## config.mk

```make
export PLATFORM = sky130hd
export DESIGN_NAME = btn_debounce
export DESIGN_NICKNAME = d
export VERILOG_FILES = /design/src/rtl/btn_debounce.sv
export SDC_FILE = /design/constraint.sdc
export NUM_CORES = 1
export LEC_CHECK = 0
export BUFFER_PORTS_ARGS = -buffer_cell sky130_fd_sc_hd__buf_2
export CAP_MARGIN = 20
export CELL_PAD_IN_SITES_DETAIL_PLACEMENT = 1
export CELL_PAD_IN_SITES_GLOBAL_PLACEMENT = 2
export CORE_UTILIZATION = 40
export CTS_BUF_LIST = sky130_fd_sc_hd__clkbuf_4 sky130_fd_sc_hd__clkbuf_8 sky130_fd_sc_hd__clkbuf_16
export DETAILED_ROUTE_END_ITERATION = 16
export PLACE_DENSITY_LB_ADDON = 0.3
export REMOVE_ABC_BUFFERS = 1
export SYNTH_ARGS = -nofsm -noshare
export SYNTH_HDL_FRONTEND = slang
export SYNTH_SLANG_ARGS = --single-unit
```

## constraint.sdc

```tcl
create_clock -name clock -period 5.02 [get_ports clock]
set_clock_uncertainty 0.1 [all_clocks]
set_input_delay 0.502 -clock clock [delete_from_list [all_inputs] [get_ports clock]]
set_output_delay 0.502 -clock clock [all_outputs]
set_load 0.005 [all_outputs]
```

## src/rtl/btn_debounce.sv

```systemverilog
// btn_debounce
//
// Conditions up to N raw push-button/switch pins into clean debounced levels
// plus single-cycle press/release event pulses. Each bit is handled by its own
// independent slice: a two-flop synchronizer, a debounce counter that must see
// DEBOUNCE_CYCLES consecutive disagreeing samples before accepting a new level,
// and a registered edge detector.
//
// Optional feature, enabled by defining the macro BTN_AUTOREPEAT_EN:
//   while a button stays pressed, out_pressed re-fires REPEAT_DELAY cycles
//   after the accepted press and then every REPEAT_PERIOD cycles until release.
//   Without the macro no repeat logic exists and REPEAT_* are ignored.
//
// Ports:
//   clock        in  1  sole clock, rising edge
//   reset        in  1  synchronous, active-low
//   in_btns      in  N  raw asynchronous button levels, 1 = pressed
//   out_btns     out N  debounced level per bit
//   out_pressed  out N  one-cycle pulse on accepted press (and on repeats)
//   out_released out N  one-cycle pulse on accepted release

module btn_debounce #(
    parameter int N               = 8,
    parameter int DEBOUNCE_CYCLES = 250000,
    parameter int REPEAT_DELAY    = 12500000,
    parameter int REPEAT_PERIOD   = 2500000
) (
    input  logic         clock,
    input  logic         reset,
    input  logic [N-1:0] in_btns,
    output logic [N-1:0] out_btns,
    output logic [N-1:0] out_pressed,
    output logic [N-1:0] out_released
);

    // The counter only has to hold 0 .. DEBOUNCE_CYCLES-1.
    localparam int CW = (DEBOUNCE_CYCLES > 1) ? $clog2(DEBOUNCE_CYCLES) : 1;
    localparam logic [CW-1:0] C_LAST = CW'(DEBOUNCE_CYCLES - 1);

`ifdef BTN_AUTOREPEAT_EN
    // The repeat counter restarts at every event, so it never needs to hold
    // more than the larger of the two intervals minus one.
    localparam int R_MAX = (REPEAT_DELAY > REPEAT_PERIOD) ? REPEAT_DELAY : REPEAT_PERIOD;
    localparam int RW    = (R_MAX > 1) ? $clog2(R_MAX) : 1;
    localparam logic [RW-1:0] R_DELAY_LAST  = RW'(REPEAT_DELAY - 1);
    localparam logic [RW-1:0] R_PERIOD_LAST = RW'(REPEAT_PERIOD - 1);
`endif

    // Reject nonsensical timing parameters at elaboration.
    if (DEBOUNCE_CYCLES < 1 || REPEAT_DELAY < 1 || REPEAT_PERIOD < 1) begin : g_bad_params
        $error("btn_debounce: DEBOUNCE_CYCLES, REPEAT_DELAY and REPEAT_PERIOD must be >= 1");
    end

    for (genvar i = 0; i < N; i++) begin : g_bit
        logic          s1;
        logic          s2;
        logic          level;
        logic          pressed;
        logic          released;
        logic [CW-1:0] cnt;
        logic          accept;

        // The synchronized level has disagreed with the accepted level for the
        // full debounce window, so this edge commits the new level.
        assign accept = (s2 != level) && (cnt == C_LAST);

`ifdef BTN_AUTOREPEAT_EN
        logic [RW-1:0] rpt;
        logic          rpt_periodic;
`endif

        always_ff @(posedge clock) begin
            if (!reset) begin
                s1       <= 1'b0;
                s2       <= 1'b0;
                level    <= 1'b0;
                pressed  <= 1'b0;
                released <= 1'b0;
                cnt      <= '0;
`ifdef BTN_AUTOREPEAT_EN
                rpt          <= '0;
                rpt_periodic <= 1'b0;
`endif
            end else begin
                s1       <= in_btns[i];
                s2       <= s1;
                pressed  <= 1'b0;
                released <= 1'b0;

                // Any agreeing sample restarts the window from zero.
                if (s2 == level) begin
                    cnt <= '0;
                end else if (!accept) begin
                    cnt <= cnt + 1'b1;
                end else begin
                    level    <= s2;
                    cnt      <= '0;
                    pressed  <= s2;
                    released <= !s2;
                end

`ifdef BTN_AUTOREPEAT_EN
                // An accepted edge (press or release) or an idle button clears
                // the repeat timer; a coincident repeat is therefore dropped in
                // favour of the release.
                if (!level || accept) begin
                    rpt          <= '0;
                    rpt_periodic <= 1'b0;
                end else if (rpt == (rpt_periodic ? R_PERIOD_LAST : R_DELAY_LAST)) begin
                    pressed      <= 1'b1;
                    rpt          <= '0;
                    rpt_periodic <= 1'b1;
                end else begin
                    rpt <= rpt + 1'b1;
                end
`endif
            end
        end

        assign out_btns[i]     = level;
        assign out_pressed[i]  = pressed;
        assign out_released[i] = released;
    end

endmodule

```

==> results.env <==
RESULT_OF_THE_RUN='finished clean'
IRDROPWORSTVDD_V=0.0001906
COMBINATIONAL_CELL_FRACTION_OF_TOTAL_POWER_PCT=1.1
FIN_CRIT_SH_PCT=46.88
IO_BUFFER_COUNT=33
SYNTH.FF_LATCH_COUNT=184
WORST_PATH_MAX_DELAY_CELL='o21ai_2'
P_SW_W=0.0005747
MAX_SLEW_MARGIN_PCT=34.58
TIMING_WORST_SLEW_PIN_VALUE_NS=0.9780
CRITICAL_PATH_CLASS='reg -> reg'
FP-ROW-COUNT=51
FMAXACHIEVABLE_MHz=424.9
STATIC-LEAKAGE-POWER_nW=2.761
CTS_HOLD_FIX_BUFS=0
DP.CELLS=1141
GRT.BUSIEST_LAYER='met2'
DETAIL_ROUTE.DRC_VIOLATIONS=0
NUM_VIAS=6154
FINALNETCOUNT=913
POST_LAYOUT_NONFILLER_INSTANCES=1173
CP.BUFFERS_INVERTERS=0
FINAL.HOLD.WORST_SLACK_NS=0.1861
CLOCKPOWERSHARE_PCT=47.4
CLK-INSERTION-DELAY-LATE_NS=0.42
MAX_CAP_VIOL_COUNT=0
GP_ROUTABILITY_CONGESTION=0.7862
REGTOREGSTARTPOINT='g_bit[2].cnt[0]'
PATH_CELLS='ha_1 -> nand3_1 -> or4_1 -> o21ai_2 -> o21ba_2'
SETUP_VIOL_COUNT_FINAL=0
R2R_CELLS=5
GRT_START_MAX_NET_PINS=36
SYNTH_EDF_COUNT=0
GLOBAL_ROUTE_WIRE_LENGTH_BEFORE_REPAIR_UM=30530
VIAS_PER_INSTANCE=5.246
YS_TYPES=51
GRT_USE_MET3_PCT=3.765
CTSRESIZECOUNT=0
HOLD-PATH-ENDPOINT='g_bit[0].s1'
TIMING_HOLD_VIOLATIONS_FINAL=0
ANTENNADIODECOUNT=0
REGISTER_SHARE_OF_TOTAL_POWER_PCT=51.5
CRITPATHREQUIREDTIME_NS=5.24
POST-ROUTE-MIN-PERIOD_NS=2.353
FINALINSTANCEAREA_SQ_UM=8851
CLK_PATH_BUF_DEPTH=2
CTS.CLK_SLEW.WORST_PATHS_NS=0.06
FLOORPLAN.DIE.HEIGHT_UM=143.8
REG2REG_SLACK_NS=2.67
INITIAL_CORE_UTIL_PCT=41.06
HOLD-PATH-CELL-COUNT=2
YS_SEQ_AREA_SHARE_PCT=45.79
DRT-TOTAL-WL_UM=17380
FINAL-MAX-SLEW-VIOLATION-COUNT=0
CTS_MADE_BUFFERS=17
NFILLCELLS=2309
FINALSETUPTNS_NS=0
R2R_END='g_bit[2].cnt[15]'
ANT_NETS=0
GLOBAL_ROUTE.USAGE.TOTAL_PCT=18.36
BOUNDARYPINS=34
CRIT_FAMILY='compound AO/OA/AOI/OAI gates'
WORSTHOLDPATHTYPE='in -> reg'
DETAILEDROUTE.FIRSTPASSITERATIONCOUNT=4
STARTPOINT_OF_THE_MOST_CRITICAL_HOLD_PATH='in_btns[0]'
GLOBAL_ROUTE.USAGE.MET1_PCT=22.70
ROOT_BUFFER='clkbuf_16'
DIE-AREA_SQ_UM=20680
DETAIL_ROUTE.ITER0.VIOLATIONS=217
CP_MAX_FO=18
YS_WARN_COUNT=0
ANTENNA_FOUND_INITIAL=0
CRITICAL_PATH_ARRIVAL_NS=2.57
GRT_SETUP_UNREPAIRED='no'
DRIVE_ABOVE_1_SHARE_PCT=9.361
MAPPEDNETLISTAREA_SQ_UM=8044
ASYNCSETRESETFLOPFRACSYNTH_PCT=0
MAPPED_CELLS=888
WIRE_PER_INST_UM=14.82
DETAILED_PLACE_HPWL_UM=12430
CTS-HTREE-LEVELS=4
TIMING.CRITICAL_PATH.FROM_TYPE='flop'
CLKSINKCOUNT=184
GRT_PASS1_VIAS=6408
POWER_DENSITY_nW_PER_UM2=323.3
AREA_OF_THE_CORE_REGION_SQ_UM=19590
AREA.GROWTH.SYNTH_TO_FINAL_PCT=10.03
INTPOWER_W=0.002286
DOMINANTREGCELLSYNTH='dfxtp_1'
GRT_UTIL_MET2_PCT=31.63
DPL-INSTANCE-AREA_SQ_UM=8249
GLOBALROUTE.TOTALOVERFLOW=0
TIMING.CRITICAL_PATH.SLOWEST_CELL_DELAY_NS=0.59
POST-ROUTE-UTIL_PCT=45.18
MEAN_INSTANCE_SIZE_IN_THE_SYNTHESIZED_NETLIST_SQ_UM=9.059
SWITCHING_SHARE_PCT=20.09
TRITONCTS_CLOCK_TREE='yes'
CRITPATHCAPTURETYPE='flop'
DIEWIDTH_UM=143.8
CTS_SETUP_BUFFERS=0
[metrics by stage]
| step | setup WS, ns | power (W) |
|---|---|---|
| floorplan | 2.961 | 0.001523 |
| global placement | 2.735 | 0.001537 |
| detailed placement | 2.646 | 0.001539 |
| CTS | 2.625 | 0.002902 |
| global route | 2.466 | 0.002979 |
| finish | 2.667 | 0.002861 |
[layout make-up]
class / instances / area (sq um) / area share (%)
Clock buffer: 24 / 509.2 / 5.753
Clock inverter: 8 / 92.59 / 1.046
Inverter: 23 / 86.33 / 0.9754
Multi-Input combinational cell: 635 / 3975 / 44.91
Sequential cell: 184 / 3684 / 41.62
Tap cell: 265 / 331.6 / 3.746
Timing Repair Buffer: 34 / 172.7 / 1.951
[Yosys cell counts (2+ instances only)]
| master | number | area share (%) |
|---|---|---|
| nand2b_1 | 3 | 0.23 |
| and4_1 | 12 | 1.3 |
| or4_1 | 10 | 0.93 |
| nand2_1 | 47 | 2.2 |
| xnor2_1 | 77 | 8.4 |
| o21ai_0 | 9 | 0.56 |
| or4b_1 | 2 | 0.25 |
| nor3_1 | 22 | 1.4 |
| o21ai_2 | 3 | 0.33 |
| ha_1 | 8 | 1.2 |
| and3_1 | 11 | 0.86 |
| nand3b_1 | 2 | 0.19 |
| and3b_1 | 3 | 0.33 |
| clkbuf_1 | 11 | 0.51 |
| nor4b_1 | 13 | 1.4 |
| buf_6 | 2 | 0.28 |
| nor4_1 | 39 | 3.0 |
| nor2_1 | 154 | 7.2 |
| buf_4 | 28 | 2.6 |
| nor2b_1 | 2 | 0.16 |
| nand3_1 | 49 | 3.0 |
| or3_1 | 11 | 0.86 |
| buf_2 | 4 | 0.25 |
| inv_1 | 23 | 1.1 |
| o31ai_1 | 3 | 0.28 |
| and2_1 | 22 | 1.7 |
| o21a_1 | 2 | 0.19 |
| a21oi_1 | 15 | 0.93 |
| dfxtp_1 | 184 | 46 |
| mux2i_1 | 7 | 0.87 |
| nand4_1 | 45 | 3.5 |
| xor2_1 | 44 | 4.8 |
| or2_2 | 2 | 0.16 |
| nand4_4 | 2 | 0.53 |
[placed cells by master (no fill, tap or decap), types with 5 or more instances in the layout]
cell       netlist  final
a21oi_1         15     15
and2_1          22     22
and3_1          11     11
and4_1          12     12
buf_2            4     33
clkbuf_16        0     17
clkbuf_8         0      5
clkinv_2         0      5
dfxtp_1        184    184
ha_1             8      8
inv_1           23     23
mux2i_1          7      7
nand2_1         47     47
nand3_1         49     49
nand4_1         45     45
nor2_1         154    154
nor3_1          22     22
nor4_1          39     39
nor4b_1         13     13
o21ai_0          9      9
or3_1           11     11
or4_1           10     10
xnor2_1         77     77
xor2_1          44     44
[worst max-delay path by stage]
| stage | start | endpoint | slack, ns | cells after the start |
|---|---|---|---|---|
| 2_1_floorplan | g_bit[2].cnt[0] | g_bit[2].cnt[15] | 2.96 | 5 |
| 3_3_place_gp | g_bit[2].cnt[0] | g_bit[2].cnt[15] | 2.73 | 5 |
| 3_5_place_dp | g_bit[7].cnt[0] | g_bit[7].cnt[3] | 2.65 | 5 |
| 4_1_cts | g_bit[7].cnt[0] | g_bit[7].cnt[3] | 2.62 | 5 |
| 5_1_grt | g_bit[2].cnt[0] | g_bit[2].cnt[15] | 2.47 | 5 |
| 6_report | g_bit[2].cnt[0] | g_bit[2].cnt[15] | 2.67 | 5 |
[power by group through the flow]
stage | registers (W) | clock network, W | logic (W)
finish | 0.00147 | 0.00136 | 0.0000326
global route | 0.00147 | 0.00147 | 0.0000372
CTS | 0.00147 | 0.00140 | 0.0000338
detailed placement | 0.00151 | 0 | 0.0000336
global placement | 0.00151 | 0 | 0.0000320
floorplan | 0.00150 | 0 | 0.0000186
[flip-flops by register name, indices dropped and copies added, names as in the netlist]
register / cells
g_bit.cnt: 144
g_bit.level: 8
g_bit.pressed: 8
g_bit.released: 8
g_bit.s1: 8
g_bit.s2: 8
[metal layers]
layer  vias to the layer above  share of wire, %
met5                         -                 0
met4                         0              0.96
met3                        14               1.9
met2                        55                49
met1                      3002                48
li1                       3083                 -
[cell families (layout without fill, tap and decap cells)]
group	count (synthesis)	count (layout)	share of synthesized area, %
mux	7	7	0.8711
fa+ha+maj	8	8	1.244
simple gates	459	459	30.27
flops	184	184	45.79
compound gates	40	40	3.858
xor+xnor	121	121	13.17
buf+inv	69	89	4.791
[worst reg2reg max path, delay by kind of cell, from the launching register on]
kind                     cells  cell delay, ns
adder cells (fa/ha/maj)      1            0.24
AND/OR/NAND/NOR              2            0.65
flip-flops                   1            0.42
AO/OA/AOI/OAI                2            0.84
No activity file was read; power rests on OpenSTA's default activity.
